### src/rtl/pc_update_ctrl_if.sv
// Request/response bundle between the main control FSM and the PC sequencer.
// The master side raises requests and the slave side drives the PC/EPC controls.
interface pc_update_ctrl_if;
    logic       inc_req;
    logic       flow_req;
    logic [2:0] flow_kind;
    logic       alu_zero;
    logic       alu_gt;
    logic       exc_req;
    logic [1:0] exc_code;
    logic [2:0] pc_src_sel;
    logic       pc_write;
    logic       epc_write;
    logic       mem_vec_read;
    logic [7:0] vec_addr;
    logic       busy;
    logic       done;
    logic       exc_taken;

    modport master (
        output inc_req, flow_req, flow_kind, alu_zero, alu_gt,
        output exc_req, exc_code,
        input  pc_src_sel, pc_write, epc_write, mem_vec_read,
        input  vec_addr, busy, done, exc_taken
    );

    modport slave (
        input  inc_req, flow_req, flow_kind, alu_zero, alu_gt,
        input  exc_req, exc_code,
        output pc_src_sel, pc_write, epc_write, mem_vec_read,
        output vec_addr, busy, done, exc_taken
    );
endinterface

### src/rtl/pc_update_ctrl.sv
// Sequencer owning every PC update: fetch increment, control flow, exception entry.
// Outputs are registered from the next-state decode, so they track the state entered.
module pc_update_ctrl #(
    parameter int MEM_WAIT = 2
) (
    input  logic             clk,
    input  logic             reset,
    pc_update_ctrl_if.slave  bus
);

    localparam logic [2:0] IDLE    = 3'd0;
    localparam logic [2:0] INC     = 3'd1;
    localparam logic [2:0] BR_EVAL = 3'd2;
    localparam logic [2:0] FLOW    = 3'd3;
    localparam logic [2:0] EXC_EPC = 3'd4;
    localparam logic [2:0] EXC_RD  = 3'd5;
    localparam logic [2:0] EXC_LD  = 3'd6;

    localparam logic [3:0] WAIT_LOAD = 4'(MEM_WAIT - 1);

    logic [2:0] state, state_n;
    logic [2:0] kind, kind_n;
    logic [3:0] cnt, cnt_n;
    logic [7:0] vec_n;
    logic [2:0] sel_n;
    logic       pw_n, ew_n, rd_n, done_n, exc_n;
    logic       taken;
    logic [7:0] vec_map;

    // Reserved code falls back to the invalid-opcode vector.
    always_comb begin
        case (bus.exc_code)
            2'd1:    vec_map = 8'd254;
            2'd2:    vec_map = 8'd255;
            default: vec_map = 8'd253;
        endcase
    end

    always_comb begin
        case (kind)
            3'd1:    taken = bus.alu_zero;
            3'd2:    taken = !bus.alu_zero;
            3'd3:    taken = bus.alu_zero | !bus.alu_gt;
            3'd4:    taken = bus.alu_gt;
            default: taken = 1'b0;
        endcase
    end

    always_comb begin
        state_n = state;
        kind_n  = kind;
        cnt_n   = cnt;
        vec_n   = bus.vec_addr;
        sel_n   = 3'b000;
        pw_n    = 1'b0;
        ew_n    = 1'b0;
        rd_n    = 1'b0;
        done_n  = 1'b0;
        exc_n   = 1'b0;
        case (state)
            IDLE: begin
                if (bus.exc_req) begin
                    state_n = EXC_EPC;
                    ew_n    = 1'b1;
                    vec_n   = vec_map;
                end else if (bus.flow_req) begin
                    kind_n = bus.flow_kind;
                    case (bus.flow_kind)
                        3'd1, 3'd2, 3'd3, 3'd4: state_n = BR_EVAL;
                        3'd5: begin
                            state_n = FLOW;
                            sel_n   = 3'b010;
                            pw_n    = 1'b1;
                            done_n  = 1'b1;
                        end
                        3'd6: begin
                            state_n = FLOW;
                            pw_n    = 1'b1;
                            done_n  = 1'b1;
                        end
                        3'd7: begin
                            state_n = FLOW;
                            sel_n   = 3'b100;
                            pw_n    = 1'b1;
                            done_n  = 1'b1;
                        end
                        default: begin
                            state_n = FLOW;
                            done_n  = 1'b1;
                        end
                    endcase
                end else if (bus.inc_req) begin
                    state_n = INC;
                    pw_n    = 1'b1;
                    done_n  = 1'b1;
                end
            end
            BR_EVAL: begin
                // A late exception wins over the pending branch.
                if (bus.exc_req) begin
                    state_n = EXC_EPC;
                    ew_n    = 1'b1;
                    vec_n   = vec_map;
                end else begin
                    state_n = FLOW;
                    sel_n   = 3'b001;
                    pw_n    = taken;
                    done_n  = 1'b1;
                end
            end
            EXC_EPC: begin
                state_n = EXC_RD;
                rd_n    = 1'b1;
                cnt_n   = WAIT_LOAD;
            end
            EXC_RD: begin
                if (cnt == 4'd0) begin
                    state_n = EXC_LD;
                    sel_n   = 3'b011;
                    pw_n    = 1'b1;
                    done_n  = 1'b1;
                    exc_n   = 1'b1;
                end else begin
                    cnt_n = cnt - 4'd1;
                    rd_n  = 1'b1;
                end
            end
            EXC_LD: begin
                state_n = IDLE;
                vec_n   = 8'd0;
            end
            default: state_n = IDLE;
        endcase
    end

    always_ff @(posedge clk or negedge reset) begin
        if (!reset) begin
            state            <= IDLE;
            kind             <= 3'd0;
            cnt              <= 4'd0;
            bus.pc_src_sel   <= 3'b000;
            bus.pc_write     <= 1'b0;
            bus.epc_write    <= 1'b0;
            bus.mem_vec_read <= 1'b0;
            bus.vec_addr     <= 8'd0;
            bus.busy         <= 1'b0;
            bus.done         <= 1'b0;
            bus.exc_taken    <= 1'b0;
        end else begin
            state            <= state_n;
            kind             <= kind_n;
            cnt              <= cnt_n;
            bus.pc_src_sel   <= sel_n;
            bus.pc_write     <= pw_n;
            bus.epc_write    <= ew_n;
            bus.mem_vec_read <= rd_n;
            bus.vec_addr     <= vec_n;
            bus.busy         <= (state_n != IDLE);
            bus.done         <= done_n;
            bus.exc_taken    <= exc_n;
        end
    end

endmodule

### src/flat_wrapper.sv
// flat-port wrapper written by rule: the top's interface ports become plain ports
module pc_update_ctrl_flat 
#(
    parameter int MEM_WAIT = 2
)
  (clk, reset, bus_inc_req, bus_flow_req, bus_flow_kind, bus_alu_zero, bus_alu_gt, bus_exc_req, bus_exc_code, bus_pc_src_sel, bus_pc_write, bus_epc_write, bus_mem_vec_read, bus_vec_addr, bus_busy, bus_done, bus_exc_taken);
  pc_update_ctrl_if bus_i ();
  input  logic clk;
  input  logic reset;
  input wire logic [$bits(bus_i.inc_req)-1:0] bus_inc_req;
  input wire logic [$bits(bus_i.flow_req)-1:0] bus_flow_req;
  input wire logic [$bits(bus_i.flow_kind)-1:0] bus_flow_kind;
  input wire logic [$bits(bus_i.alu_zero)-1:0] bus_alu_zero;
  input wire logic [$bits(bus_i.alu_gt)-1:0] bus_alu_gt;
  input wire logic [$bits(bus_i.exc_req)-1:0] bus_exc_req;
  input wire logic [$bits(bus_i.exc_code)-1:0] bus_exc_code;
  output wire logic [$bits(bus_i.pc_src_sel)-1:0] bus_pc_src_sel;
  output wire logic [$bits(bus_i.pc_write)-1:0] bus_pc_write;
  output wire logic [$bits(bus_i.epc_write)-1:0] bus_epc_write;
  output wire logic [$bits(bus_i.mem_vec_read)-1:0] bus_mem_vec_read;
  output wire logic [$bits(bus_i.vec_addr)-1:0] bus_vec_addr;
  output wire logic [$bits(bus_i.busy)-1:0] bus_busy;
  output wire logic [$bits(bus_i.done)-1:0] bus_done;
  output wire logic [$bits(bus_i.exc_taken)-1:0] bus_exc_taken;
  assign bus_i.inc_req = bus_inc_req;
  assign bus_i.flow_req = bus_flow_req;
  assign bus_i.flow_kind = bus_flow_kind;
  assign bus_i.alu_zero = bus_alu_zero;
  assign bus_i.alu_gt = bus_alu_gt;
  assign bus_i.exc_req = bus_exc_req;
  assign bus_i.exc_code = bus_exc_code;
  assign bus_pc_src_sel = bus_i.pc_src_sel;
  assign bus_pc_write = bus_i.pc_write;
  assign bus_epc_write = bus_i.epc_write;
  assign bus_mem_vec_read = bus_i.mem_vec_read;
  assign bus_vec_addr = bus_i.vec_addr;
  assign bus_busy = bus_i.busy;
  assign bus_done = bus_i.done;
  assign bus_exc_taken = bus_i.exc_taken;
  pc_update_ctrl #(.MEM_WAIT(MEM_WAIT)) u_core (.clk(clk), .reset(reset), .bus(bus_i));
endmodule
### config.mk
export PLATFORM = sky130hd
export DESIGN_NAME = pc_update_ctrl_flat
export DESIGN_NICKNAME = d
export VERILOG_FILES = /design/src/rtl/pc_update_ctrl_if.sv /design/src/rtl/pc_update_ctrl.sv /design/src/flat_wrapper.sv
export SDC_FILE = /design/constraint.sdc
export NUM_CORES = 1
export LEC_CHECK = 0
export CAP_MARGIN = 25
export CORE_MARGIN = 3
export CORE_UTILIZATION = 45
export CTS_CLUSTER_DIAMETER = 200
export DETAILED_ROUTE_END_ITERATION = 8
export GPL_ROUTABILITY_DRIVEN = 0
export GPL_TIMING_DRIVEN = 0
export PLACE_DENSITY = 0.75
export SYNTH_ARGS = -nofsm -noshare
export SYNTH_HDL_FRONTEND = slang
export SYNTH_SLANG_ARGS = --single-unit
### constraint.sdc
create_clock -name clk -period 1.8 [get_ports clk]
set_input_delay 0.36 -clock clk [delete_from_list [all_inputs] [get_ports clk]]
set_output_delay 0.36 -clock clk [all_outputs]
set_load 0.02 [all_outputs]
Word-level counts from Yosys, hierarchy flattened
Index checks and enable logic that the tools add are counted.
Storage, ports and cells
  word-level logic and storage cells: 82
  input port bits: 12
  output and inout port bits: 17
  bits in registers: 27
Operators by class
  reduce and logical (&&, ||, !) cells: 13
  add/subtract/negate cells: 1
  equality and inequality tests: 19
  bitwise operators: 2
  multiplexer cells: 36
Operators by type and width (count)
  3-bit == test (second input constant): 8
  3-bit two-way mux: 7
  1-bit two-way mux: 16
  8-bit one-hot mux with 2 select lines: 1
  3-bit by 2-bit == test with 1-bit output (second input constant): 5
  3-bit one-hot mux with 4 select lines: 1
  3-bit one-hot mux with 3 select lines: 1
  8-bit two-way mux: 1
  4-bit one-hot mux with 2 select lines: 1
  3-bit by 1-bit == test with 1-bit output (second input constant): 2
  1-bit one-hot mux with 3 select lines: 2
  3-bit one-hot mux with 2 select lines: 1
  4-bit logical NOT: 1
  4-bit two-way mux: 1
  1-bit one-hot mux with 4 select lines: 1
  2-bit one-hot mux with 2 select lines: 1
  2-bit AND reduction: 2
  2-bit nonzero test: 2
  4-bit OR reduction: 1
  4-bit by 1-bit subtractor with 4-bit output (second input constant): 1
  3-bit logical NOT: 1
  3-bit AND reduction: 1
  3-bit nonzero test: 1
  3-bit OR reduction: 1
  10 further kinds: 11

Logic depth before layout (Yosys ltp)
  depth in word-level cells: 7
  gate-level depth with buffers: 6

Worst setup path before layout
Ideal clock, no wire load.
  path kind: reg-to-reg
  start: register u_core.cnt[0]
  end: register u_core.cnt[1]
  setup slack: 380 ps
  setup time: 121 ps
  period minus slack after synthesis: 1420 ps
  arrival time: 1299 ps
  required time: 1679 ps
  stages on the path, launching flop included: 7
  cells stage by stage: dfrtp_1 -> inv_1 -> ha_1 -> nor3b_2 -> nand2b_2 -> o21ai_0 -> a22o_2
Between the ends
  cells in the longest elaborated chain, start to end: 3
  elaborated cells on any way between the ends: 6
Ends and longest elaborated chain
  from (decl): RTL line pc_update_ctrl.sv:23  | logic [3:0] cnt, cnt_n;
  from (signal assigned): RTL line pc_update_ctrl.sv:152  | cnt <= cnt_n;
  4-bit by 1-bit subtractor with 4-bit output or 4-bit logical NOT (tied branches): RTL line pc_update_ctrl.sv:124, pc_update_ctrl.sv:117
  4-bit two-way mux or 2-bit inequality test (tied branches)
  4-bit one-hot mux with 2 select lines or 2-bit AND reduction (tied branches)
Several ways; a longest one is shown, not always the timed one. The select of a mux whose other input is x is not followed.
A chain may end at the register's enable or synchronous reset.

==> results by group <==
STA
  – Final setup viols: 0
  – Period minus WS final: 1.73 ns
  – Setup TNS: 0 ns
  – Crit share post-route: 0.962
  – Worst-Margin Slew: 0.421 ns
  – Slew Limit Fails: 0
  – Worst slew margin: 0.718
  – Skew final: 0.00158 ns
  – Final Hold Viols: 0
  – Max Fclk: 577 MHz
  – Unrepaired setup endpoints after global routing: false

Synthesis
  – Ys Warns: 0
  – Yosys reg bits: 22
  – Distinct cells, synth: 29
  – Dominant cell type by area after synthesis: dfrtp_1
  – Top cell type's share of synthesized area: 0.519
  – Synth Flop Type: dfrtp_1
  – Post-synthesis sequential area ratio: 0.519
  – Largest family of logic cells by synthesized area: compound AO/OA/AOI/OAI gates
  – Async SR Flop Fraction: 1.00
  – Cell area after synthesis: 1060 um2
  – Multiplexer share of the synthesized area: 0.0307
  – Simple-Gate Fraction of Synth Area: 0.165
  – Synth Area in XOR/XNOR: 0
  – Syn nets: 124
  – Largest cells by area after synthesis: dfrtp_1 (52%), o21ai_0 (6.1%), nand2_1 (4.6%)
  – Compound-Gate Fraction of Synth Area: 0.170
  – Cells after Synth: 109
  – Post-Synth Adder-Cell Area: 0.0354
  – Synth Area per Inst: 9.73 um2
  – EDFF count, synth: 0

Drt
  – Iteration-0 DRC count of the detailed router: 15
  – DR vias/cell: 5.27
  – First-pass iteration count of the detailed router: 4
  – DR WL met2: 1080 um
  – WL/cell: 13.4 um
  – Via count: 891
  – Met1 Wirelength: 1030 um
  – WL final: 2260 um
  – Met3 Routed Length: 108 um
  – Antenna viol nets, final: 0
  – Highest metal used: met4
  – Drt drc: 0

Power and ir drop
  – Part of the power in registers: 0.371
  – Share of power burned in the clock network: 0.123
  – Net Sw Frac: 0.403
  – Total power: 2.24 mW
  – Worst VDD drop: 0.00109 V
  – Combinational power share: 0.506
  – Internal Power: 1.34 mW
  – Sw Pwr: 0.905 mW
  – Leak pwr: 0.662 nW
  – Power per cell area: 1580 nW/um2

Critical path
  – CP endpoint kind: output pin
  – CP delay by family, top: buffers and inverters
  – Critical path data required time: 1.44 ns
  – Crit path max fanout: 8
  – Crit path cell chain: clkdlybuf4s50_1
  – Worst setup SP type: flop
  – WP data arrival: 1.37 ns
  – Critical path type: reg2out
  – Crit-path max cell delay: 0.62 ns
  – WP buf/inv: 1
  – Max stage delay cell, worst path: clkdlybuf4s50_1

Hold path
  – Worst hold path class: in2async

Floorplan
  – Rows: 16
  – Ports: 29
  – Die area: 2980 um2
  – Chip height: 54.6 um
  – Floorplan core area: 2100 um2
  – Die W: 54.6 um
  – Starting Density: 0.505

Global routing
  – Largest net degree at the start of global routing: 23
  – Vias in the first global route: 888
  – First-pass GRT wire length: 3770 um
  – Initial antenna violation count: 0
  – GRT Total Usage: 0.178
  – GR Overflow Total: 0

Layout
  – Final core utilization: 0.676
  – Share of post-route cells with drive strength above 1: 0.155
  – Final net count: 158
  – Final Non-Filler Cells: 169
  – Area Overhead vs Synth: 34.0%
  – N_diodes: 0

Clocking
  – # clock sinks: 22
  – Number of H-tree levels: 1
  – Clock root buffer master: clkbuf_4
  – Hold-fix buffers at CTS: 0
  – Clock transition at path regs: 0.12 ns
  – CTS Buf Count: 3
  – Clk_lat worst skew: 0.31 ns
  – CTS tree: done
  – CTS max path bufs: 2

Placement
  – Post-DP HPWL: 1690 um
  – Port Buffers: 28
  – Placed cells: 164

Outcome
  – Status: complete, no violations

Flow run
  – Max Cap Violations: 0
cell usage after synthesis, types with 2 or more instances:
master,instances
inv_1,10
nor3_1,4
o31ai_1,3
o21ai_0,13
ha_1,3
a21oi_1,4
a22o_2,2
nor2_1,8
mux2_2,2
buf_2,2
nand3_1,3
buf_4,5
nand2_1,13
dfrtp_1,22
cells by family (layout without fill, tap and decap cells):
kind of cell | count (synthesis) | after routing
simple gates | 35 | 35
compound gates | 29 | 29
flops | 22 | 22
buf+inv | 17 | 50
fa+ha+maj | 3 | 3
mux | 3 | 3
flip-flops by register name (all words and copies together) (netlist names):
name                     flops
u_core.bus.pc_write          1
u_core.bus.vec_addr          3
u_core.kind                  3
u_core.cnt                   4
u_core.bus.pc_src_sel        3
u_core.bus.done              1
u_core.bus.mem_vec_read      1
u_core.bus.epc_write         1
u_core.bus.exc_taken         1
u_core.bus.busy              1
u_core.state                 3
power groups by stage:
stage                     Sequential [mW]  Combinational (mW)  Clock (mW)
final                               0.832                1.14       0.276
after global routing                0.855                1.25       0.297
after CTS                           0.829                1.14       0.283
after detailed placement            0.836                1.17           0
after global placement              0.828                1.13           0
after floorplan                     0.925               0.616           0
worst paths after layout:
check                                    endpoint  cells after the start  slack, ns                   start
setup / recovery                  bus_vec_addr[2]                      1       0.07  u_core.bus.vec_addr[6]
hold / removal             u_core.bus.vec_addr[1]                      1       0.34                   reset
setup reg to reg                    u_core.cnt[1]                      6       0.15           u_core.cnt[0]
hold reg to reg                    u_core.kind[1]                      2       0.53          u_core.kind[1]
max in group asynchronous  u_core.bus.vec_addr[6]                      2       1.02                   reset
min in group clk                   u_core.kind[1]                      2       0.53          u_core.kind[1]
cell type report:
class | instances | area, um2
plain buffers | 7 | 47.5
clock buffers | 4 | 36.3
fillers | 186 | 681
inverters | 10 | 37.5
multi-input cells | 70 | 425
flip-flops and latches | 22 | 552
well taps | 27 | 33.8
repair buffers | 29 | 289
routing by layer:
metal | GRT usage | up-vias
met5 | 0 | -
met4 | 0.0871 | 0
met3 | 0.0300 | 5
met2 | 0.289 | 29
met1 | 0.229 | 424
li1 | - | 433
cells in the final DEF, fill, tap and decap left out, types with 3 or more instances in the layout:
| cell type | count |
|---|---|
| clkdlybuf4s50_1 | 23 |
| dfrtp_1 | 21 |
| nand2_1 | 13 |
| o21ai_0 | 13 |
| inv_1 | 10 |
| nor2_1 | 8 |
| buf_4 | 5 |
| dlygate4sd2_1 | 5 |
| nor3_1 | 4 |
| a21oi_1 | 4 |
| nand3_1 | 3 |
| o31ai_1 | 3 |
| ha_1 | 3 |
| clkbuf_4 | 3 |
metrics by stage:
step / cell area [um2] / hold slack [ns] / worst slack, ns
5_1_grt: 1420 / 0.355 / 0.0142
3_5_place_dp: 1380 / 0.502 / 0.0912
6_report: 1420 / 0.336 / 0.0677
4_1_cts: 1410 / 0.531 / 0.0496
3_3_place_gp: 1380 / 0.491 / 0.106
2_1_floorplan: 1060 / 0.0644 / 0.380
timing repair:
action                                 4_1_cts  5_1_grt
buffers inserted                             0        0
setup endpoints to repair                    6        0
resized for setup                            6        0
endpoints found under the hold margin        0        0
Power figures use the tool's default switching activity.
